<file path="config.mk">
export PLATFORM = sky130hd
export DESIGN_NAME = clk_phase_align
export DESIGN_NICKNAME = d
export VERILOG_FILES = /design/src/rtl/clk_phase_pkg.sv /design/src/rtl/clk_phase_filter.sv /design/src/rtl/clk_phase_align.sv
export SDC_FILE = /design/constraint.sdc
export NUM_CORES = 1
export LEC_CHECK = 0
export ABC_AREA = 0
export CAP_MARGIN = 40
export CORE_ASPECT_RATIO = 0.5
export CORE_MARGIN = 2
export CORE_UTILIZATION = 51
export DETAILED_ROUTE_END_ITERATION = 12
export HOLD_SLACK_MARGIN = 0.05
export PLACE_DENSITY = 0.86
export RECOVER_POWER = 100
export SLEW_MARGIN = 20
export SYNTH_ARGS = -nofsm -noshare
export SYNTH_HDL_FRONTEND = slang
export SYNTH_SLANG_ARGS = --single-unit
</file>
<file path="constraint.sdc">
create_clock -name sclk -period 2.1 [get_ports sclk]
set_input_delay 0.42 -clock sclk [delete_from_list [all_inputs] [get_ports sclk]]
set_output_delay 0.42 -clock sclk [all_outputs]
set_load 0.05 [all_outputs]
</file>
<file path="src/rtl/clk_phase_pkg.sv">
// Shared types for the eclk/eclksync phase alignment controller.
//   state_t      : search FSM states
//   phase_code_t : 2-bit filtered phase code {eclksync/2 sample, eclk sample}
//   PREV_CODE_DEF / TARGET_CODE_DEF : default code pair that marks the lock edge
package clk_phase_pkg;

    typedef enum logic [2:0] {
        IDLE,
        SETTLE,
        MEASURE,
        DECIDE,
        STEP,
        NEXT,
        DONE
    } state_t;

    typedef logic [1:0] phase_code_t;

    localparam phase_code_t PREV_CODE_DEF   = 2'b00;
    localparam phase_code_t TARGET_CODE_DEF = 2'b01;

endpackage

</file>
<file path="src/rtl/clk_phase_filter.sv">
// Phase sample synchroniser and majority filter.
//   sclk, reset : clock, async active-high reset
//   phase_in    : raw 2-bit samples for all channels, ch i at [2i+1:2i]
//   ch          : channel currently being measured
//   clear       : zero the sample/ones counters
//   enable      : accumulate one synchronised sample of channel ch
//   valid       : high on the cycle the final sample of a window is taken
//   code        : majority code of the accumulated window (read after valid)
module clk_phase_filter
    import clk_phase_pkg::*;
#(
    parameter int NCH        = 1,
    parameter int FILTER_LEN = 16,
    parameter int CH_W       = 1
) (
    input  logic              sclk,
    input  logic              reset,
    input  logic [2*NCH-1:0]  phase_in,
    input  logic [CH_W-1:0]   ch,
    input  logic              clear,
    input  logic              enable,
    output logic              valid,
    output phase_code_t       code
);

    localparam int               CNT_W    = $clog2(FILTER_LEN + 1);
    localparam logic [CNT_W-1:0] HALF     = CNT_W'(FILTER_LEN / 2);
    localparam logic [CNT_W-1:0] LAST_IDX = CNT_W'(FILTER_LEN - 1);

    // Every channel is synchronised all the time, so switching channels
    // never exposes stale flop contents to the next measurement window.
    logic [NCH-1:0][1:0]     sync_q1, sync_q2;
    logic [1:0]              sample;
    logic [CNT_W-1:0]        cnt;
    logic [1:0][CNT_W-1:0]   ones;

    always_ff @(posedge sclk or posedge reset) begin
        if (reset) begin
            sync_q1 <= '0;
            sync_q2 <= '0;
        end else begin
            sync_q1 <= phase_in;
            sync_q2 <= sync_q1;
        end
    end

    always_comb begin
        sample = '0;
        for (int i = 0; i < NCH; i++)
            if (ch == CH_W'(i)) sample = sync_q2[i];
    end

    always_ff @(posedge sclk or posedge reset) begin
        if (reset) begin
            cnt  <= '0;
            ones <= '0;
        end else if (clear) begin
            cnt  <= '0;
            ones <= '0;
        end else if (enable) begin
            cnt <= cnt + 1'b1;
            for (int b = 0; b < 2; b++)
                ones[b] <= ones[b] + CNT_W'(sample[b]);
        end
    end

    assign valid = enable && (cnt == LAST_IDX);

    // A tie (exactly half ones) resolves to 1.
    always_comb begin
        for (int b = 0; b < 2; b++)
            code[b] = (ones[b] >= HALF);
    end

endmodule

</file>
<file path="src/rtl/clk_phase_align.sv">
// Multi-channel eclk/eclksync phase alignment controller (sclk domain).
//   sclk, reset : clock, async active-high reset
//   start       : 1-cycle pulse, begins a search over all channels (ignored while busy)
//   phase_in    : raw phase samples, ch i at [2i+1:2i]
//   phase_step  : per-channel step request, STEP_PULSE cycles wide, one-hot or zero
//   busy / done : search running / search finished (done held until next start)
//   lock / fail : per-channel result, exactly one set per channel after done
//   code_out    : last filtered code per channel
//   cur_steps   : steps taken on the channel currently (or last) searched
module clk_phase_align
    import clk_phase_pkg::*;
#(
    parameter int          NCH         = 1,
    parameter int          FILTER_LEN  = 16,
    parameter int          SETTLE_CYC  = 32,
    parameter int          STEP_PULSE  = 4,
    parameter int          MAX_STEPS   = 64,
    parameter phase_code_t PREV_CODE   = PREV_CODE_DEF,
    parameter phase_code_t TARGET_CODE = TARGET_CODE_DEF,
    localparam int         STEP_W      = $clog2(MAX_STEPS + 1)
) (
    input  logic              sclk,
    input  logic              reset,
    input  logic              start,
    input  logic [2*NCH-1:0]  phase_in,
    output logic [NCH-1:0]    phase_step,
    output logic              busy,
    output logic              done,
    output logic [NCH-1:0]    lock,
    output logic [NCH-1:0]    fail,
    output logic [2*NCH-1:0]  code_out,
    output logic [STEP_W-1:0] cur_steps
);

    localparam int                CH_W       = (NCH > 1) ? $clog2(NCH) : 1;
    localparam int                TMR_MAX    = (SETTLE_CYC > STEP_PULSE) ? SETTLE_CYC : STEP_PULSE;
    localparam int                TMR_W      = $clog2(TMR_MAX + 1);
    localparam logic [CH_W-1:0]   LAST_CH    = CH_W'(NCH - 1);
    localparam logic [STEP_W-1:0] STEP_MAX   = STEP_W'(MAX_STEPS);
    localparam logic [TMR_W-1:0]  SETTLE_END = TMR_W'(SETTLE_CYC - 1);
    localparam logic [TMR_W-1:0]  PULSE_END  = TMR_W'(STEP_PULSE - 1);

    state_t              state, state_nxt;
    logic [CH_W-1:0]     ch;
    logic [STEP_W-1:0]   steps;
    logic [TMR_W-1:0]    timer;
    logic                first;
    phase_code_t         prev;
    logic [NCH-1:0][1:0] code_q;
    logic                filt_clear, filt_en, filt_valid;
    phase_code_t         filt_code;
    logic                is_lock;

    clk_phase_filter #(
        .NCH        (NCH),
        .FILTER_LEN (FILTER_LEN),
        .CH_W       (CH_W)
    ) u_filter (
        .sclk     (sclk),
        .reset    (reset),
        .phase_in (phase_in),
        .ch       (ch),
        .clear    (filt_clear),
        .enable   (filt_en),
        .valid    (filt_valid),
        .code     (filt_code)
    );

    // The first measurement of a channel only seeds prev, so a lock always
    // needs at least one step.
    assign is_lock   = !first && (prev == PREV_CODE) && (filt_code == TARGET_CODE);
    assign busy      = (state != IDLE) && (state != DONE);
    assign code_out  = code_q;
    assign cur_steps = steps;

    always_ff @(posedge sclk or posedge reset) begin
        if (reset) state <= IDLE;
        else       state <= state_nxt;
    end

    // phase_step is decoded from the state register so it falls the moment
    // reset forces the FSM back to IDLE.
    always_comb begin
        state_nxt  = state;
        filt_clear = 1'b1;
        filt_en    = 1'b0;
        phase_step = '0;
        case (state)
            IDLE:    if (start) state_nxt = SETTLE;
            SETTLE:  if (timer == SETTLE_END) state_nxt = MEASURE;
            MEASURE: begin
                filt_clear = 1'b0;
                filt_en    = 1'b1;
                if (filt_valid) state_nxt = DECIDE;
            end
            DECIDE: begin
                if (first)                           state_nxt = STEP;
                else if (is_lock || steps == STEP_MAX) state_nxt = NEXT;
                else                                 state_nxt = STEP;
            end
            STEP: begin
                phase_step = NCH'(1) << ch;
                if (timer == PULSE_END) state_nxt = SETTLE;
            end
            NEXT:    state_nxt = (ch == LAST_CH) ? DONE : SETTLE;
            DONE:    state_nxt = start ? SETTLE : IDLE;
            default: state_nxt = IDLE;
        endcase
    end

    always_ff @(posedge sclk or posedge reset) begin
        if (reset) begin
            ch     <= '0;
            steps  <= '0;
            timer  <= '0;
            first  <= 1'b0;
            prev   <= '0;
            code_q <= '0;
            lock   <= '0;
            fail   <= '0;
            done   <= 1'b0;
        end else begin
            // Shared SETTLE/STEP timer restarts on every state change and
            // saturates so it never wraps while idle.
            if (state_nxt != state) timer <= '0;
            else if (timer != '1)   timer <= timer + 1'b1;

            case (state)
                IDLE, DONE: begin
                    if (start) begin
                        ch    <= '0;
                        steps <= '0;
                        first <= 1'b1;
                        lock  <= '0;
                        fail  <= '0;
                        done  <= 1'b0;
                    end
                end
                DECIDE: begin
                    for (int i = 0; i < NCH; i++) begin
                        if (ch == CH_W'(i)) begin
                            code_q[i] <= filt_code;
                            if (is_lock)                          lock[i] <= 1'b1;
                            else if (!first && steps == STEP_MAX) fail[i] <= 1'b1;
                        end
                    end
                    if (!is_lock) prev <= filt_code;
                    first <= 1'b0;
                end
                STEP: begin
                    if (state_nxt == SETTLE && steps != STEP_MAX) steps <= steps + 1'b1;
                end
                NEXT: begin
                    if (ch == LAST_CH) begin
                        done <= 1'b1;
                    end else begin
                        ch    <= ch + 1'b1;
                        steps <= '0;
                        first <= 1'b1;
                    end
                end
                default: ;
            endcase
        end
    end

endmodule
</file>
-- Yosys cells after proc, flatten, opt, wreduce, memory -nomap -nowiden
Index checks and enable logic that the tools add are counted.
- add/sub/neg operators: 6
- $lt $le $gt $ge: 2
- equality and inequality tests: 25
- shift operators: 1
- mux-type cells: 37
- bitwise operators: 2
- reduce and logical (&&, ||, !) cells: 25
- operator list (cell ; number):
    $mux 7 ; 3
    $pmux 3 s7 ; 1
    $pmux 7 s3 ; 1
    $mux 10 ; 2
    $ne 2x2->1 const B ; 8
    $mux 1 ; 15
    $mux 3 ; 5
    $mux 6 ; 2
    $add 5x1->5 ; 2
    $ge 5x4->1 const B ; 2
    $mux 5 ; 2
    $eq 3x3->1 const B ; 3
    $reduce_bool 3->1 ; 3
    $pmux 1 s2 ; 4
    $reduce_and 4->1 ; 2
    $add 7x1->7 const B ; 1
    $eq 7x7->1 const B ; 1
    $ne 7x7->1 const B ; 1
    $add 6x1->6 const B ; 1
    $eq 3x1->1 const B ; 2
    $eq 3x2->1 const B ; 2
    $eq 6x2->1 const B ; 1
    $eq 6x5->1 const B ; 1
    $logic_and 1x1->1 ; 6
    other kinds (21) ; 27
- bits in registers: 44
- input bits: 5
- output and inout bits: 14
- logic and storage cells: 113

-- Depth between registers and ports, before layout
Gate-level depths: netlist of run 1.
- depth in word-level cells: 11
- gate-level depth with buffers: 8
- mapped depth without buffers: 8

-- By module
Synthesis of run 1 repeated with hierarchy kept, for this count alone.
- cell total of the unflattened synthesis: 213
- area total of the unflattened synthesis: 2239.6 um2
- by module, submodules not included (module ; instances ; cells each ; area each (um2) ; sequential area each (um2)):
    clk_phase_align ; 1 ; 133 ; 1313.8 ; 600.6
    clk_phase_filter ; 1 ; 80 ; 925.9 ; 475.5

-- Worst setup path after synthesis of run 1
OpenSTA, ideal clock, no wires.
- path kind: reg-to-reg
- from: register steps[0], in the netlist cur_steps[0]
- to: register steps[6], in the netlist cur_steps[6]
- library setup time: 120 ps
- arrival time: 2218 ps
- required time: 1980 ps
- setup slack: -238 ps
- stages on the path, launching flop included: 9
- buffers on the path: 0
- clock period less this slack: 2338 ps
- path through: dfrtp_1 inv_1 ha_1 or4b_1 nor3_2 o21ai_1 a31oi_4 nand4_1 a31o_1
- cells in the longest elaborated chain, start to end: 9
- elaborated cells on any way between the ends: 13
- classes of those cells: 1 x add/sub; 4 x eq/ne; 5 x mux; 3 x reduce/logical
- ends and longest elaborated chain (element ; RTL line ; source):
    from (decl) ; clk_phase_align.sv:45 ; logic [STEP_W-1:0] steps;
    from (signal assigned) ; clk_phase_align.sv:151 ; if (state_nxt == SETTLE && steps != STEP_MAX) steps <= steps + 1'b1;
    $eq 7x7->1 ; clk_phase_align.sv:98 ; else if (is_lock || steps == STEP_MAX) state_nxt = NEXT;
    $logic_or 1x1->1 ; clk_phase_align.sv:98 ;
    $mux 1 ; clk_phase_align.sv:98 ;
    $mux 1 ; clk_phase_align.sv:97 ; if (first) state_nxt = STEP;
    $pmux 3 s7 ; clk_phase_align.sv:88 ; case (state)
    $eq 3x1->1 ; clk_phase_align.sv:151 ;
    $logic_and 1x1->1 ; clk_phase_align.sv:151 ;
    $ne 2x2->1 (no line) ; -- ;
    $reduce_and 4->1 (no line) ; -- ;
Parallel ways exist; a longest one is shown, timed or not. The select of a mux whose other input is x is not followed.
A chain may end at the register's enable or synchronous reset.

-- Worst setup path in the final report of run 1
- from: register timer[0]
- to: register steps[6], in the netlist cur_steps[6]
- cells in the longest elaborated chain, start to end: 7
- elaborated cells on any way between the ends: 9
- classes of those cells: 4 x eq/ne; 3 x mux; 2 x reduce/logical
- ends and longest elaborated chain (element ; RTL line ; source):
    from (decl) ; clk_phase_align.sv:46 ; logic [TMR_W-1:0] timer;
    from (signal assigned) ; clk_phase_align.sv:126 ; else if (timer != '1) timer <= timer + 1'b1;
    $eq 6x2->1 / $eq 6x5->1 (equally long branches) ; clk_phase_align.sv:103, clk_phase_align.sv:90 ;
    $mux 3, on equally long branches ; clk_phase_align.sv:103, clk_phase_align.sv:90 ;
    $pmux 3 s7 (*) ; clk_phase_align.sv:88 ;
    $eq 3x1->1 (*) ; clk_phase_align.sv:151 ;
    $logic_and 1x1->1 (*) ; clk_phase_align.sv:151 ;
    $ne 2x2->1 (no line) (*) ; -- ;
    $reduce_and 4->1 (no line) (*) ; -- ;
Mark *: on every way between the ends. The rest lies on a longest branch, timed or not.

==> results.json, run 1 <==
{
  "timing.final.crit_share_pct": 102,
  "maxSlewViolCount": 0,
  "status": "finished with violations",
  "drtIter0Drc": 58,
  "grt_usage_pct": 21.4,
  "cts-buffers-inserted": 5,
  "worstHoldEndpoint": "u_filter.sync_q2[1]",
  "setup_viol_count_final": 3,
  "wl_per_cell_um": 14.4,
  "fin_ws_ns": -0.0479,
  "die_area_sq_um": 4730,
  "hold_violations": 0,
  "antennaDiodeCount": 0,
  "r2r_end": "cur_steps[6]",
  "grt_pass1_wl_mm": 7.73,
  "synthAdderAreaFrac_pct": 5.30,
  "clockBufferDepth": 2,
  "start_util_pct": 53.9,
  "synth_compound_area_share_pct": 14.8,
  "slowest_delay_ns": 0.42,
  "layout_common_cells": "dfrtp_1 (40), buf_4 (20), nor2_1 (18)",
  "path_max_fanout": 7,
  "clk_pin_slew_ns": 0.08,
  "p_per_area_nw_per_um2": 627,
  "setup.worst_path.class": "register to register",
  "max_slew_margin_pct": 30.0,
  "synthCells": 207,
  "yosys.area_share.simple_pct": 21.5,
  "max_freq_mhz": 466,
  "synth_seq_cells": 43,
  "rsz0062_at_grt": "true",
  "cap_violations": 0,
  "place_ws_ns": -0.136,
  "netSwitchingPower_uw": 430,
  "die_w_um": 95.3,
  "vias": 1725,
  "syn_area_sq_um": 2130,
  "final_core_util_pct": 69.7,
  "ctsHoldBuffers": 0,
  "rows": 16,
  "fin_setup_tns_ns": -0.0927,
  "switching_share_pct": 25.0,
  "ant_nets": 0,
  "synth_mux_area_share_pct": 0.471,
  "post-route-drc-count": 0,
  "synthFlopType": "dfrtp_1",
  "seq_area_frac_synth_pct": 50.6,
  "vdd_ir_drop_max_uv": 550,
  "drive_gt1_share_pct": 21.9,
  "tritoncts": "yes",
  "viasPerCell": 5.66,
  "hp-class": "register to register",
  "num_io_pins": 19,
  "period_needed_ns": 2.15,
  "antenna_found_initial": 0,
  "grt_max_degree": 44,
  "cts_root_buffer": "clkbuf_8",
  "r2r-start": "timer[0]",
  "routed_wirelength_mm": 4.39,
  "dp_hpwl_mm": 2.99,
  "path_cells": "ha_4 > and3b_1 > a221o_1 > a211o_4 > a31oi_4 > nand4_1 > a31o_1",
  "violations": "setup timing",
  "whs_ns": 0.364,
  "core_sq_um": 3940,
  "rr_worst_depth": 7,
  "synth_top_family_by_area": "simple AND/OR/NAND/NOR gates",
  "skew_ns": 0.00545,
  "synth_nets": 221,
  "routabilityCongestion": 0.796,
  "power.share.clock_pct": 37.9,
  "share_comb_of_total_power_pct": 10.5,
  "reg2reg_slack_ns": -0.05,
  "sequentialPowerShare_pct": 51.6,
  "worstMarginPinSlew_ns": 1.05,
  "area_growth_syn_to_layout_pct": 29.3,
  "h-tree-depth": 2,
  "cts.sinks": 43,
  "synth_edf_count": 0,
  "synth_xor_area_share_pct": 4.12,
  "io_buffer_count": 18,
  "dr.pass1.iters": 4,
  "p_int_mw": 1.29,
  "first_global_vias": 1696,
  "async_reset_ff_share_pct": 100,
  "synth_warnings": 0,
  "start_kind": "register",
  "path_delay_family": "compound AO/OA/AOI/OAI gates",
  "path_buf_inv": 0,
  "crit_path_end_kind": "register",
  "crit_required_ns": 2.30,
  "final_nets": 264,
  "hold_start": "u_filter.sync_q1[1]",
  "dieHeight_um": 49.7,
  "worstPathArrival_ns": 2.35,
  "critPathSlowestCell": "dfrtp_1",
  "layout_commonest_cell": "dfrtp_1",
  "static-leakage-power_nw": 1.29,
  "grt_overflow_total": 0,
  "synth.avg_cell_area_sq_um": 10.3,
  "ys_types": 45,
  "clock_latency_ns": 0.30,
  "hold_path_depth": 0
}
[through the flow]
step | area, sq um | total power, mW | std cells
CTS | 2680 | 1.74 | 301
detailed placement | 2510 | 1.09 | 291
floorplan | 2130 | 1.03 | 207
global route | 2750 | 1.79 | 305
global placement | 2510 | 1.09 | 291
finish | 2750 | 1.72 | 305
[synth_stat cells, types with 2 or more instances]
cell type / number / area (sq um)
a22oi_1: 2 / 15.0
buf_6: 2 / 22.5
inv_1: 9 / 33.8
nand3_1: 16 / 80.1
nand2_1: 12 / 45.0
nor2b_1: 2 / 12.5
nor2_1: 18 / 67.6
nor3_1: 2 / 10.0
nand4_1: 4 / 25.0
and2_1: 6 / 37.5
o21a_1: 2 / 15.0
or3_1: 4 / 25.0
ha_1: 9 / 113
clkbuf_1: 3 / 11.3
a31oi_1: 3 / 18.8
a31o_1: 2 / 17.5
o21ai_0: 12 / 60.1
dfrtp_1: 43 / 1080
xor2_1: 6 / 52.6
a211oi_1: 2 / 15.0
and3_1: 5 / 31.3
xnor2_1: 4 / 35.0
o21ai_1: 4 / 20.0
a21boi_0: 3 / 22.5
a221o_1: 2 / 20.0
nand2b_1: 4 / 25.0
a32o_1: 2 / 20.0
a21oi_1: 7 / 35.0
[area by class of cell]
class                   instances  area [sq um]
clock inverters                 3          46.3
well taps                      54          67.6
clock buffers                   5          68.8
repair buffers                 41           388
multi-input cells             150          1060
inverters                       9          37.5
flip-flops and latches         43          1080
fillers                       262          1190
[worst register-to-register path: stages (launching register included)]
cell and delay [ns]:
dfrtp_1 0.42, ha_4 0.19, and3b_1 0.18, a221o_1 0.34, a211o_4 0.30, a31oi_4 0.24
nand4_1 0.14, a31o_1 0.23
[sequential cells by signal, summed over array words and instances, names as in the netlist]
signal / flops
code_out: 2
cur_steps: 7
done: 1
fail: 1
first: 1
lock: 1
prev: 2
state: 3
timer: 6
u_filter.cnt: 5
u_filter.ones: 10
u_filter.sync_q1: 2
u_filter.sync_q2: 2
[cell families (layout without fill, tap and decap cells)]
kind of cell / count (synthesis) / in the layout
compound gates: 46 / 46
flops: 43 / 43
simple gates: 84 / 84
fa+ha+maj: 9 / 9
xor+xnor: 10 / 10
buf+inv: 14 / 58
mux: 1 / 1
[per-layer routing]
metal,wire length [um],GRT usage (%)
met4,99,7.73
met2,2140,35.4
met1,1980,27.9
met3,178,4.59
met5,0,0
[repair_timing]
action                     in CTS  in global routing
buffers inserted                2                  4
resized for setup               9                  9
pin swaps                       5                  4
setup endpoints to repair       8                 14
[power by group through the flow]
stage,Sequential [mW],Combinational [mW],Clock (mW)
detailed placement,0.906,0.185,0
finish,0.890,0.181,0.654
floorplan,0.971,0.0544,0
global placement,0.903,0.182,0
CTS,0.889,0.185,0.666
global route,0.893,0.193,0.706
[worst max-delay path by stage]
stage | start | endpoint | slack [ns] | depth (start not counted)
after floorplan | cur_steps[0] | cur_steps[5] | -0.14 | 8
after global placement | timer[0] | cur_steps[6] | -0.05 | 7
after detailed placement | timer[0] | cur_steps[6] | -0.14 | 7
after CTS | cur_steps[0] | cur_steps[6] | -0.005 | 8
after global routing | timer[0] | cur_steps[6] | -0.13 | 7
final | timer[0] | cur_steps[6] | -0.05 | 7
Note: power is estimated with default switching activity, not from simulation.
==> run 2, diff against run 1 <==
Settings changed: CORE_MARGIN 2 to 3, CORE_UTILIZATION 51 to 53, CTS_BUF_LIST from default to sky130_fd_sc_hd__clkbuf_8, PLACE_DENSITY 0.86 to 0.88.
==> run 2 against run 1 <==
  * The flow still finishes with violations (setup timing)
  * Global-route usage is 0.93 points lower
  * Final cell count is 0.33% higher
  * Via count is 8.8% higher
  * Utilization is 6.9 points higher
==> results.json, run 2 (synthesized netlist as in run 1, its figures left out) <==
{
  "hp-class": "register to register",
  "p_per_area_nw_per_um2": 620,
  "violations": "setup timing",
  "cts-buffers-inserted": 5,
  "wl_per_cell_um": 17.1,
  "core_sq_um": 3640,
  "place_ws_ns": -0.115,
  "vdd_ir_drop_max_uv": 348,
  "routabilityCongestion": 0.891,
  "dp_hpwl_mm": 3.04,
  "max_freq_mhz": 457,
  "path_cells": "ha_4 > and3b_1 > a221o_1 > a211o_2 > a31oi_4 > nand4_1 > a31o_1",
  "die_area_sq_um": 4850,
  "rows": 15,
  "vias": 1877,
  "rsz0062_at_grt": "true",
  "path_buf_inv": 0,
  "max_slew_margin_pct": 31.0,
  "drive_gt1_share_pct": 25.1,
  "largest-register": "u_filter.ones",
  "ant_nets": 0,
  "hold_violations": 0,
  "power_mw": 1.73,
  "reg2reg_slack_ns": -0.09,
  "timing.final.crit_share_pct": 104,
  "grt_max_degree": 44,
  "hold_path_depth": 0,
  "first_global_vias": 1761,
  "layout_common_cells": "dfrtp_1 (40), buf_4 (24), nor2_1 (18)",
  "whs_ns": 0.352,
  "post-route-drc-count": 0,
  "layout_commonest_cell": "dfrtp_1",
  "crit_required_ns": 2.30,
  "clk_pin_slew_ns": 0.08,
  "critPathSlowestCell": "dfrtp_1",
  "r2r-start": "timer[1]",
  "seq_area_sq_um": 1080,
  "static-leakage-power_nw": 1.31,
  "use_met1_pct": 25.6,
  "dr.pass1.iters": 7,
  "clock_latency_ns": 0.30,
  "area_growth_syn_to_layout_pct": 31.3,
  "period_needed_ns": 2.19,
  "grt_use_met3_pct": 5.39,
  "setup.worst_path.class": "register to register",
  "viasPerCell": 6.13,
  "maxSlewViolCount": 0,
  "multiInputGateArea_sq_um": 1080,
  "skew_ns": 0.00487,
  "r2r_end": "cur_steps[6]",
  "start_kind": "register",
  "cts.sinks": 43,
  "worstPathArrival_ns": 2.39,
  "final_cells": 306,
  "antenna_found_initial": 0,
  "io_buffer_count": 18,
  "grt_overflow_total": 0,
  "fin_setup_tns_ns": -0.257,
  "dieHeight_um": 50.8,
  "grt_busiest_layer": "met2",
  "cts_root_buffer": "clkbuf_8",
  "placedCellCount": 290,
  "hold_start": "u_filter.sync_q1[0]",
  "path_max_fanout": 8,
  "drtIter0Drc": 232,
  "start_util_pct": 58.4,
  "final_nets": 268,
  "die_w_um": 95.6,
  "crit_start": "timer[1]",
  "tritoncts": "yes",
  "slowest_delay_ns": 0.42,
  "cap_violations": 0,
  "nFillCells": 216,
  "grt_pass1_wl_mm": 7.68,
  "antennaDiodeCount": 0,
  "num_io_pins": 19,
  "fin_ws_ns": -0.0899,
  "grt_use_met2_pct": 34.6,
  "crit_path_end_kind": "register",
  "routed_wirelength_mm": 5.24,
  "rr_worst_depth": 7,
  "worstHoldEndpoint": "u_filter.sync_q2[0]",
  "h-tree-depth": 2,
  "path_delay_family": "compound AO/OA/AOI/OAI gates",
  "clockBufferDepth": 2,
  "grt_usage_pct": 20.5,
  "setup_viol_count_final": 5,
  "status": "finished with violations",
  "worstMarginPinSlew_ns": 1.04,
  "largest_reg_flops": 10
}
-- run 2: what timing repair did --
action / in CTS / in global routing
pin swaps: 8 / 17
hold buffers: 0 / 0
gates resized for setup: 2 / 22
endpoints found under the setup margin: 7 / 16
buffers inserted: 2 / 6
-- run 2: final cells by class --
type,count,area share [%]
Multi-Input combinational cell,150,38.6
Inverter,9,1.35
Clock inverter,3,1.57
Sequential cell,43,38.7
Timing Repair Buffer,45,15.0
Tap cell,51,2.29
Clock buffer,5,2.47
-- run 2: worst register-to-register path, delay by kind of cell (launching register included) --
family                     cells  cell delay [ns]
AOI/OAI and AO/OA              4             1.15
DFF                            1             0.42
and+or+nand+nor                2             0.32
adders and majority gates      1             0.19
-- run 2: how the worst max path moves through the flow --
stage | slack (ns) | to | cells past startpoint
after floorplan | -0.14 | cur_steps[5] | 8
after global placement | -0.05 | cur_steps[6] | 7
after detailed placement | -0.12 | cur_steps[5] | 7
after CTS | -0.05 | cur_steps[6] | 7
after global routing | -0.16 | cur_steps[6] | 7
final | -0.09 | cur_steps[6] | 7
-- run 2: through the flow --
step           utilization [%]  area [sq um]
5_1_grt                   76.6          2790
4_1_cts                   72.9          2650
3_5_place_dp              69.2          2520
3_3_place_gp              69.2          2520
2_1_floorplan                -          2130
6_report                  76.6          2790
-- run 2: power by group --
| group | switching, mW | internal (mW) |
|---|---|---|
| combinational | 0.124 | 0.0675 |
| sequential | 0.0250 | 0.869 |
| clock | 0.291 | 0.354 |
-- run 2: metal layers --
layer | up-vias | wire [um]
met1 | 917 | 2180
met4 | 0 | 192
met3 | 30 | 312
li1 | 835 | -
met2 | 95 | 2550
met5 | - | 0
